## src/rtl/tpm_pkg.sv

```systemverilog
// Shared definitions for the triple-ported memory and its per-port initiators.
package tpm_pkg;
  localparam int ADDR_W    = 12;
  localparam int DATA_W    = 16;
  localparam int NUM_PORTS = 3;

  typedef struct packed {
    logic [ADDR_W-1:0] addr;
    logic [DATA_W-1:0] data;
    logic              wen;
  } tpm_req_t;
endpackage

```

## src/rtl/tpm_sync_fifo.sv

```systemverilog
// Single-clock FIFO with registered storage; head word is visible one cycle after its push.
module tpm_sync_fifo #(
  parameter int WIDTH = 1,
  parameter int DEPTH = 4
) (
  input  logic                       clk,
  input  logic                       reset_n,
  input  logic                       push,
  input  logic [WIDTH-1:0]           wdata,
  input  logic                       pop,
  output logic [WIDTH-1:0]           rdata,
  output logic                       empty,
  output logic                       full,
  output logic [$clog2(DEPTH+1)-1:0] count
);
  localparam int AW = (DEPTH > 1) ? $clog2(DEPTH) : 1;
  localparam int CW = $clog2(DEPTH+1);

  logic [DEPTH-1:0][WIDTH-1:0] mem;
  logic [AW-1:0]               wr_ptr, rd_ptr;
  logic                        do_push, do_pop;

  function automatic logic [AW-1:0] next_ptr(input logic [AW-1:0] p);
    return (p == AW'(DEPTH-1)) ? '0 : p + AW'(1);
  endfunction

  // A pop frees the slot the same cycle, so a full FIFO may push and pop together.
  assign do_pop  = pop & ~empty;
  assign do_push = push & (~full | do_pop);
  assign empty   = (count == '0);
  assign full    = (count == CW'(DEPTH));
  assign rdata   = mem[rd_ptr];

  always_ff @(posedge clk or negedge reset_n) begin
    if (!reset_n) begin
      mem    <= '0;
      wr_ptr <= '0;
      rd_ptr <= '0;
      count  <= '0;
    end else begin
      if (do_push) begin
        mem[wr_ptr] <= wdata;
        wr_ptr      <= next_ptr(wr_ptr);
      end
      if (do_pop) rd_ptr <= next_ptr(rd_ptr);
      count <= count + CW'(do_push) - CW'(do_pop);
    end
  end

  a_no_overflow: assert property (@(posedge clk) disable iff (!reset_n) !(push && full && !pop));
endmodule

```

## src/rtl/tpm_port_initiator.sv

```systemverilog
// Client-side initiator for one memory port: issues requests, tracks them by tag, returns read data in order.
module tpm_port_initiator #(
  parameter int ADDR_W          = tpm_pkg::ADDR_W,
  parameter int DATA_W          = tpm_pkg::DATA_W,
  parameter int MAX_OUTSTANDING = 4,
  parameter int RSP_DEPTH       = 4
) (
  input  logic                                 clk,
  input  logic                                 reset_n,
  input  logic                                 cmd_valid,
  output logic                                 cmd_ready,
  input  logic [ADDR_W-1:0]                    cmd_addr,
  input  logic [DATA_W-1:0]                    cmd_wdata,
  input  logic                                 cmd_wen,
  output logic                                 rsp_valid,
  input  logic                                 rsp_ready,
  output logic [DATA_W-1:0]                    rsp_data,
  output logic [ADDR_W-1:0]                    mem_addr,
  output logic [DATA_W-1:0]                    mem_data_in,
  output logic                                 mem_wen,
  output logic                                 mem_valid_in,
  input  logic                                 mem_freeze,
  input  logic [DATA_W-1:0]                    mem_data_out,
  input  logic                                 mem_valid_out,
  output logic [$clog2(MAX_OUTSTANDING+1)-1:0] outstanding,
  output logic                                 err_unexpected_rsp
);
  localparam int OW = $clog2(MAX_OUTSTANDING+1);
  localparam int RW = $clog2(RSP_DEPTH+1);

  typedef struct packed {
    logic [ADDR_W-1:0] addr;
    logic [DATA_W-1:0] data;
    logic              wen;
  } req_t;

  req_t          req_q;
  logic          slot_free, accept, rsp_hit, rd_rsp, rsp_pop;
  logic          tag_empty, tag_full, tag_head, rsp_empty, rsp_full;
  logic [OW-1:0] reads_pending;
  logic [RW-1:0] rsp_count;
  logic [31:0]   read_credit_used;

  assign slot_free = ~mem_valid_in | ~mem_freeze;

  // Every accepted read owns a response slot until the client pops it.
  assign read_credit_used = 32'(reads_pending) + 32'(rsp_count);
  assign cmd_ready = slot_free & ~tag_full & (cmd_wen | (read_credit_used < 32'(RSP_DEPTH)));
  assign accept    = cmd_valid & cmd_ready;

  // Tag holds cmd_wen: 0 marks a read whose data must be kept.
  assign rsp_hit = mem_valid_out & ~tag_empty;
  assign rd_rsp  = rsp_hit & ~tag_head;
  assign rsp_pop = rsp_valid & rsp_ready;

  assign mem_addr     = req_q.addr;
  assign mem_data_in  = req_q.data;
  assign mem_wen      = req_q.wen;
  assign rsp_valid    = ~rsp_empty;

  always_ff @(posedge clk or negedge reset_n) begin
    if (!reset_n) begin
      req_q        <= '0;
      mem_valid_in <= 1'b0;
    end else if (slot_free) begin
      mem_valid_in <= accept;
      if (accept) req_q <= '{addr: cmd_addr, data: cmd_wdata, wen: cmd_wen};
    end
  end

  always_ff @(posedge clk or negedge reset_n) begin
    if (!reset_n) begin
      reads_pending      <= '0;
      err_unexpected_rsp <= 1'b0;
    end else begin
      reads_pending <= reads_pending + OW'(accept & ~cmd_wen) - OW'(rd_rsp);
      if (mem_valid_out && tag_empty) err_unexpected_rsp <= 1'b1;
    end
  end

  tpm_sync_fifo #(.WIDTH(1), .DEPTH(MAX_OUTSTANDING)) u_tag_q (
    .clk     (clk),
    .reset_n (reset_n),
    .push    (accept),
    .wdata   (cmd_wen),
    .pop     (rsp_hit),
    .rdata   (tag_head),
    .empty   (tag_empty),
    .full    (tag_full),
    .count   (outstanding)
  );

  tpm_sync_fifo #(.WIDTH(DATA_W), .DEPTH(RSP_DEPTH)) u_rsp_fifo (
    .clk     (clk),
    .reset_n (reset_n),
    .push    (rd_rsp),
    .wdata   (mem_data_out),
    .pop     (rsp_pop),
    .rdata   (rsp_data),
    .empty   (rsp_empty),
    .full    (rsp_full),
    .count   (rsp_count)
  );

  a_rsp_credit: assert property (@(posedge clk) disable iff (!reset_n) rd_rsp |-> (!rsp_full || rsp_pop));
endmodule

```

## config.mk

```make
export PLATFORM = sky130hd
export DESIGN_NAME = tpm_port_initiator
export DESIGN_NICKNAME = d
export VERILOG_FILES = /design/src/rtl/tpm_pkg.sv /design/src/rtl/tpm_sync_fifo.sv /design/src/rtl/tpm_port_initiator.sv
export SDC_FILE = /design/constraint.sdc
export NUM_CORES = 1
export LEC_CHECK = 0
export ABC_AREA = 1
export CAP_MARGIN = 20
export CORE_ASPECT_RATIO = 1.25
export CORE_UTILIZATION = 30
export CTS_BUF_LIST = sky130_fd_sc_hd__clkbuf_8 sky130_fd_sc_hd__clkbuf_16
export DETAILED_ROUTE_END_ITERATION = 16
export DONT_BUFFER_PORTS = 1
export GPL_TIMING_DRIVEN = 0
export PLACE_DENSITY = 0.44
export SYNTH_ARGS = -nofsm -noshare
export SYNTH_HDL_FRONTEND = slang
export SYNTH_SLANG_ARGS = --single-unit
```

## constraint.sdc

```tcl
create_clock -name clk -period 7.4 [get_ports clk]
set_input_delay 1.48 -clock clk [delete_from_list [all_inputs] [get_ports clk]]
set_output_delay 1.48 -clock clk [all_outputs]
set_load 0.02 [all_outputs]
```

# --- Yosys cells after proc, flatten, opt, wreduce, memory -nomap -nowiden ---
# Index checks and enable logic that the tools add are counted.
word_totals:
  reg_bits: 116
  latchBits: 0
  ram_bits: 0
  rom_bits: 0
  out_inout_bits: 52
  word_cells: 87
  memories: 0
op_classes:
  addsub: 11
  multipliers: 0
  div_mod_pow: 0
  order_cmp: 7
  n_eq_ne: 6
  shifts: 0
  mux: 14
  n_bitwise: 23
  reduce_logical: 6
ops:
  columns: ["operator", "n"]
  rows:
  - ["bitwise mux 64 bit", 1]
  - ["binary-select mux 16 bit (select 2 bit)", 1]
  - ["demux 16 bit (select 2 bit)", 1]
  - ["2-to-1 mux 16 bit", 2]
  - ["< comparator 2 x 3 -> 1 bit (second input constant)", 4]
  - ["bitwise AND 1 bit", 10]
  - ["subtractor 3 x 1 -> 3 bit", 3]
  - ["adder 2 x 1 -> 2 bit (second input constant)", 4]
  - ["equality test 2 bit (second input constant)", 4]
  - ["2-to-1 mux 2 bit", 4]
  - ["NOT 1 bit", 7]
  - ["adder 3 x 1 -> 3 bit", 2]
  - ["equality test 3 bit (second input constant)", 2]
  - ["zero test 3 bit", 2]
  - ["adder 3 x 3 -> 4 bit", 1]
  - ["bitwise mux 4 bit", 1]
  - [">= comparator 2 x 1 -> 1 bit (second input constant)", 2]
  - ["< comparator 4 x 3 -> 1 bit (second input constant)", 1]
  - ["OR 1 bit", 4]
  - ["adder 3 bit", 1]
  - ["bitwise AND 1 x 3 -> 3 bit", 1]
  - ["logical AND 1 bit", 3]
  - ["NOT 1 -> 3 bit", 1]
  - ["binary-select mux 1 bit (select 2 bit)", 1]
  - ["3 further kinds", 4]

# --- Depth between registers and ports, before layout ---
# Gate-level depths: netlist of run 1.
depth:
  word_depth: 8
  mapped_depth: 14
  mapped_depth_nobuf: 13

# --- By module ---
# From an unflattened synthesis of run 1, not the netlist that was laid out.
hier_totals:
  hier_cells: 660
  area_unflattened_um2: 5689.2
modules_own_cells:
  columns: ["mod", "instances", "cells_per_inst", "area_each_um2"]
  rows:
  - ["tpm_sync_fifo (u_rsp_fifo)", 1, 422, 3484.6]
  - ["tpm_port_initiator", 1, 164, 1561.5]
  - ["tpm_sync_fifo (u_tag_q)", 1, 74, 643.1]

# --- Worst setup path after synthesis of run 1 ---
# Ideal clock, no wire load.
synth_path:
  path_kind: "in2out"
  start: "input port mem_freeze"
  end: "output port cmd_ready"
  arrival_time_ps: 2099
  required_time_ps: 5920
  setup_slack_ps: 3821
  cell_stages: 3
  n_path_buf: 0
  path_cell_list: "nand2_1 -> nand2_1 -> a21oi_1"
synth_between:
  elab_chain_len: 4
synth_rtl:
  columns: ["item", "line_no", "source"]
  rows:
  - ["start: declaration", "tpm_port_initiator.sv:22", "input logic mem_freeze,"]
  - ["NOT 1 bit", "tpm_port_initiator.sv:44", "assign slot_free = ~mem_valid_in | ~mem_freeze;"]
  - ["OR 1 bit", "tpm_port_initiator.sv:44", null]
  - ["bitwise AND 1 bit (2 in series)", "tpm_port_initiator.sv:48", "assign cmd_ready = slot_free & ~tag_full & (cmd_wen | (read_credit_used < 32'(RSP_DEPTH)));"]
  - ["end: declaration", "tpm_port_initiator.sv:11", "output logic cmd_ready,"]
# Every way passes these cells.

# --- Worst setup path after layout of run 1 ---
layout_path:
  start: "register u_rsp_fifo.rd_ptr[1]"
  end: "output port rsp_data[13]"
layout_between:
  elab_chain_len: 2
layout_rtl:
  columns: ["item", "line_no", "source"]
  rows:
  - ["start: declaration", "tpm_sync_fifo.sv:20", "logic [AW-1:0] wr_ptr, rd_ptr;"]
  - ["start signal: assignment", "tpm_sync_fifo.sv:45", "if (do_pop) rd_ptr <= next_ptr(rd_ptr);"]
  - ["binary-select mux 16 bit (select 2 bit)", "tpm_sync_fifo.sv:32", "assign rdata = mem[rd_ptr];"]
  - ["2-to-1 mux 16 bit (implied by the code)", "tpm_sync_fifo.sv:32", null]
  - ["end: declaration", "tpm_port_initiator.sv:17", "output logic [DATA_W-1:0] rsp_data,"]
# Every way passes these cells. The select of a mux whose other input is x is not followed.

==> results of run 1 <==
[worst register-to-register path, delay by kind of cell (launching register included)]
kind	cells	cell delay [ns]
XOR/XNOR	2	0.35
adder cells (fa/ha/maj)	4	1.12
buffers and inverters	3	0.38
flip-flops	1	0.44
AND/OR/NAND/NOR	5	0.66
[layout make-up]
type                       count  area, um^2
sequential                   116        2900
clock inverter                14         138
clock buffer                  18         439
fill                        1782       11300
buffer                        28         199
inverter                      43         161
multi-input combinational    388        2130
tap                          224         280
[state kept, by name, indices dropped and copies added (netlist names)]
signal	count
u_rsp_fifo.mem	64
mem_data_in	16
mem_addr	12
u_tag_q.mem	4
reads_pending	3
u_rsp_fifo.count	3
u_tag_q.count	3
u_rsp_fifo.rd_ptr	2
u_rsp_fifo.wr_ptr	2
u_tag_q.rd_ptr	2
u_tag_q.wr_ptr	2
err_unexpected_rsp	1
mem_valid_in	1
mem_wen	1
[stage by stage]
stage	instance area [um^2]	setup slack, ns	total power, mW	hold WS [ns]
global route	6250	3.50	3.45	0.490
floorplan	5390	3.82	2.13	0.449
finish	6250	3.61	3.22	0.477
detailed placement	5670	3.67	2.44	0.463
global placement	5670	3.68	2.41	0.460
CTS	6250	3.56	3.27	0.478
[cell usage after synthesis, drive strengths merged]
master	number	area share, %
o21ai	105	12
xnor2	4	0.65
o22ai	16	1.9
a21boi	1	0.35
nor2	39	2.8
nand3	7	1.1
ha	18	4.2
a31o	1	0.16
nand4	12	2.5
nand2	177	12
dfrtp	116	54
and2	1	0.14
a21oi	2	0.19
buf	20	3.1
clkbuf	8	0.58
xor2	2	0.33
fa	3	1.1
inv	43	3.0
[per-layer routing]
layer  track usage [%]  part of all wire (%)
met1              17.3                    41
met2              26.9                    52
met3              4.80                   5.8
met4              5.35                   1.3
met5                 0                     0
[path summary, 6_finish.rpt]
path / start / endpoint / slack (ns) / depth (start not counted)
min in group asynchronous: reset_n / u_rsp_fifo.mem[20]$_DFFE_PN0P_ / 0.76 / 0
worst max-delay path: u_rsp_fifo.rd_ptr[1]$_DFFE_PN0P_ / rsp_data[13] / 3.61 / 4
worst max register to register: u_rsp_fifo.count[2]$_DFF_PN0_ / reads_pending[2]$_DFF_PN0_ / 4.37 / 14
max in group asynchronous: reset_n / mem_data_in[1]$_DFFE_PN0P_ / 6.47 / 0
worst min-delay path: u_rsp_fifo.mem[47]$_DFFE_PN0P_ / u_rsp_fifo.mem[47]$_DFFE_PN0P_ / 0.48 / 2
worst min register to register: u_rsp_fifo.mem[47]$_DFFE_PN0P_ / u_rsp_fifo.mem[47]$_DFFE_PN0P_ / 0.48 / 2
[cells in the final DEF (no fill, tap or decap), types with 2 or more instances in the layout]
cell	instances
nand2_1	176
dfrtp_1	116
o21ai_0	51
inv_1	40
nor2_1	38
o21ai_2	28
o21ai_1	26
ha_1	18
clkbuf_16	17
o22ai_1	16
buf_6	10
nand4_1	8
clkbuf_1	7
buf_2	5
clkinv_2	5
inv_2	4
nand3_1	4
xnor2_1	4
nand4_4	4
buf_4	3
fa_1	3
clkinvlp_4	3
buf_1	2
nand3_2	2
a21oi_1	2
xor2_1	2
clkinv_4	2
bufinv_16	2
[power breakdown]
group | internal (mW) | total (mW) | switching, mW | leakage [nW]
clock | 0.501 | 0.805 | 0.303 | 0.283
combinational | 0.401 | 1.16 | 0.764 | 1.31
sequential | 0.934 | 1.25 | 0.314 | 1.44
total | 1.84 | 3.22 | 1.38 | 3.03
[logic make-up after synthesis]
family	count (synthesis)
and+or+nand+nor	236
AOI/OAI and AO/OA	125
DFF	116
buffers and inverters	71
adders and majority gates	21
xor gates and xnor gates	6
==> flow_summary.json, run 1 <==
{
  "grt.overflow.total": 0,
  "synth.distinct_cells": 30,
  "grt_antenna_before_repair": 0,
  "path_max_fanout": 10,
  "p_leak_nw": 3.03,
  "die_area_um2": 18500,
  "synth_top_family_by_area": "simple AND/OR/NAND/NOR gates",
  "core_um2": 17500,
  "post_cts_buffers": 0,
  "fmax_mhz": 264,
  "crit_required_ns": 5.92,
  "crit_chain": "inv_1 > clkbuf_1 > o21ai_0 > o22ai_1",
  "period_share_pct": 51.2,
  "ctsRootBufferMaster": "clkbuf_16",
  "clkTransAtPathRegs_ns": 0.05,
  "end_kind": "primary output",
  "rsz0062_at_grt": "no",
  "clk-insertion-delay-late_ns": 0.41,
  "finalSetupTns_ns": 0,
  "place_hpwl_um": 9030,
  "cp.arrival_ns": 2.31,
  "synth_warnings": 0,
  "grt_usage_pct": 15.4,
  "syn_avg_cell_area_um2": 9.37,
  "slew-limit-headroom_pct": 51.0,
  "worst-path-buf-inv": 2,
  "worstSetupPathType": "flip-flop to primary output",
  "synth_xor_area_share_pct": 0.975,
  "die_y_um": 152,
  "wl_per_cell_um": 16.4,
  "setup_viol": 0,
  "gp_congestion": 0.746,
  "grt_pass1_wl_um": 21500,
  "holdBufCountCts": 0,
  "drt_wl_total_um": 13600,
  "yosys.area_share.simple_pct": 18.9,
  "ios": 103,
  "crit_path_max_incr_delay_ns": 0.51,
  "worst_setup_path_start_kind": "flip-flop",
  "final_cells": 831,
  "hold_violations": 0,
  "drc": 0,
  "placed_cells": 799,
  "synthesis.area_um2": 5390,
  "synth_fa_ha_area_share_pct": 5.29,
  "port_buffers": 0,
  "clock_sinks": 116,
  "synth_seq_cells": 116,
  "worst_pin_slew_ns": 0.735,
  "fin_nets": 666,
  "dr.pass1.iters": 5,
  "grt_max_degree": 117,
  "clk_path_buf_depth": 2,
  "synthToLayoutAreaGrowth_pct": 15.9,
  "antennaDiodeCount": 0,
  "vdd_drop_max_v": 0.000201,
  "drive_above_1_share_pct": 15.5,
  "grt_pass1_vias": 4084,
  "syn_nets": 647,
  "synth_compound_area_share_pct": 14.3,
  "start_util_pct": 30.8,
  "finClkSkew_ns": 0.00720,
  "slowest_stage": "dfrtp_1",
  "post_cts_resize_count": 0,
  "cts_max_level": 4,
  "drtIter0Drc": 207,
  "hold_class": "flip-flop to flip-flop",
  "routed_via_density": 4.77,
  "status": "complete, no violations",
  "synth_mux_area_share_pct": 0,
  "path_delay_family": "buffers and inverters",
  "num_rows": 54,
  "cts_made_buffers": 17,
  "post-route-util_pct": 35.7,
  "layout_min_cycle_time_ns": 3.79,
  "syn_inst": 575,
  "slew_viol_final": 0,
  "ys_seq_area_share_pct": 53.9,
  "postRouteAntennaNets": 0,
  "power_density_nw_per_um2": 515,
  "cts_tree": "done",
  "vias": 3967,
  "drv_cap": 0,
  "die_w_um": 122
}
(Power assumes the default switching activity.)
==> inputs of run 2 (changes only) <==
==> constraint.sdc (replaced) <==
create_clock -name clk -period 3.5 [get_ports clk]
set_input_delay 0.7 -clock clk [delete_from_list [all_inputs] [get_ports clk]]
set_output_delay 0.7 -clock clk [all_outputs]
set_load 0.02 [all_outputs]
==> flow_summary.json, run 2 (synthesis gave the netlist of run 1 again) <==
{
  "finalSetupTns_ns": 0,
  "clk-insertion-delay-late_ns": 0.41,
  "finClkSkew_ns": 0.00623,
  "use_met3_pct": 4.80,
  "start_util_pct": 30.8,
  "period_share_pct": 86.6,
  "core_um2": 17500,
  "switching_share_pct": 43.1,
  "finalPower_mw": 6.83,
  "layout_commonest_cell": "nand2_1",
  "dr.pass1.iters": 5,
  "power_density_nw_per_um2": 1090,
  "wl_per_cell_um": 16.3,
  "top_usage_layer": "met2",
  "synthToLayoutAreaGrowth_pct": 16.4,
  "gp_congestion": 0.746,
  "die_y_um": 152,
  "fin_nets": 667,
  "slew-limit-headroom_pct": 51.0,
  "slowest_stage": "dfrtp_1",
  "slew_viol_final": 0,
  "p_leak_nw": 3.05,
  "grt.overflow.total": 0,
  "grt_pass1_vias": 4098,
  "worst_setup_path_start_kind": "flip-flop",
  "die_w_um": 122,
  "routed_via_density": 4.75,
  "cp.arrival_ns": 3.36,
  "top_register": "u_rsp_fifo.mem",
  "ios": 103,
  "cp-startpoint": "u_rsp_fifo.count[2]$_DFF_PN0_",
  "vdd_drop_max_v": 0.000425,
  "path_max_fanout": 10,
  "largest_reg_flops": 64,
  "ctsRootBufferMaster": "clkbuf_16",
  "clk_path_buf_depth": 2,
  "comb_power_share_pct": 36.5,
  "use_met2_pct": 27.0,
  "drv_cap": 0,
  "post_cts_resize_count": 0,
  "drt_wl_total_um": 13600,
  "status": "complete, no violations",
  "p_int_mw": 3.88,
  "crit_chain": "ha_1 > nor2_1 > nand3_1 > nand2_1 > nand3_2 > inv_2 > buf_4 > nand2_1 > ha_1 > inv_1 > ha_1 > fa_1 > xnor2_1 > xor2_1",
  "regArea_um2": 2900,
  "drive_above_1_share_pct": 15.6,
  "hold_class": "input port to asynchronous set/reset pin",
  "fmax_mhz": 330,
  "antennaDiodeCount": 0,
  "post_cts_buffers": 0,
  "cts_made_buffers": 17,
  "grt_use_met1_pct": 17.3,
  "cp_common_cell": "ha_1",
  "grt_antenna_before_repair": 0,
  "drtIter0Drc": 203,
  "layout_min_cycle_time_ns": 3.03,
  "die_area_um2": 18500,
  "mostFrequentLayoutCells": "176 x nand2_1, 116 x dfrtp_1, 51 x o21ai_0",
  "grt_usage_pct": 15.4,
  "post-route-util_pct": 35.9,
  "num_rows": 54,
  "end_kind": "flip-flop",
  "grt_max_degree": 117,
  "place_hpwl_um": 9030,
  "p_clk_share_pct": 24.9,
  "power.switching_mw": 2.94,
  "crit_required_ns": 3.83,
  "setup_viol": 0,
  "worst_pin_slew_ns": 0.735,
  "hold_violations": 0,
  "postRouteAntennaNets": 0,
  "pwr-share-seq_pct": 38.6,
  "vias": 3949,
  "drc": 0,
  "fillers": 1779,
  "port_buffers": 0,
  "cts_tree": "done",
  "worstSetupPathType": "flip-flop to flip-flop",
  "grt_pass1_wl_um": 21500,
  "multi_input_area_um2": 2130,
  "reg2reg_from": "u_rsp_fifo.count[2]$_DFF_PN0_",
  "crit_path_max_incr_delay_ns": 0.44,
  "cts_max_level": 4,
  "clock_sinks": 116,
  "clkTransAtPathRegs_ns": 0.06,
  "rsz0062_at_grt": "no"
}
-- run 2: cell count changes in the layout (fill, tap and decap cells not counted) --
cell,delta
buf_16,+1
-- run 2: through the flow --
step	area (um^2)	hold slack (ns)	setup slack [ns]	std cells
finish	6270	0.210	0.471	832
global route	6270	0.272	0.211	832
CTS	6270	0.273	0.380	832
detailed placement	5670	0.409	0.413	799
global placement	5670	0.407	0.457	799
floorplan	5390	0.404	0.842	575
-- run 2: cell type report --
| cell class | count | share of cell area (%) |
|---|---|---|
| flip-flops and latches | 116 | 46.3 |
| multi-input cells | 388 | 33.9 |
| clock buffers | 18 | 7.00 |
| well taps | 224 | 4.47 |
| plain buffers | 28 | 3.17 |
| inverters | 43 | 2.57 |
| clock inverters | 14 | 2.19 |
| repair buffers | 1 | 0.439 |
-- run 2: worst paths after layout --
check | cells past startpoint | slack, ns | end
setup / recovery | 14 | 0.47 | reads_pending[2]$_DFF_PN0_
hold / removal | 1 | 0.21 | u_rsp_fifo.mem[20]$_DFFE_PN0P_
min in group clk | 2 | 0.40 | mem_data_in[11]$_DFFE_PN0P_
hold reg to reg | 2 | 0.48 | u_rsp_fifo.mem[36]$_DFFE_PN0P_
setup reg to reg | 14 | 0.47 | reads_pending[2]$_DFF_PN0_
max in group asynchronous | 1 | 2.76 | u_rsp_fifo.rd_ptr[0]$_DFFE_PN0P_
-- run 2: worst max-delay path, delay by kind of cell, from the launching register on --
family,cells,cell delay (ns)
flops,1,0.44
xor+xnor,2,0.35
fa+ha+maj,4,1.12
simple gates,5,0.65
buf+inv,3,0.38
-- run 2: timing repair --
action / CTS / global route
setup endpoints to repair: 0 / 0
hold buffers: 1 / 0
hold endpoints to repair: 116 / 0
-- run 2: layer usage --
layer / wire (um) / vias up
li1: - / 1901
met1: 5600 / 1909
met4: 182 / 0
met3: 739 / 18
met2: 7060 / 121
met5: 0 / -
-- run 2: power by group through the flow --
stage	Combinational (mW)	Clock [mW]	Sequential [mW]
2_1_floorplan	1.97	0	2.53
3_3_place_gp	2.44	0	2.64
3_5_place_dp	2.52	0	2.65
4_1_cts	2.56	1.75	2.64
5_1_grt	2.82	1.80	2.72
6_report	2.49	1.70	2.64
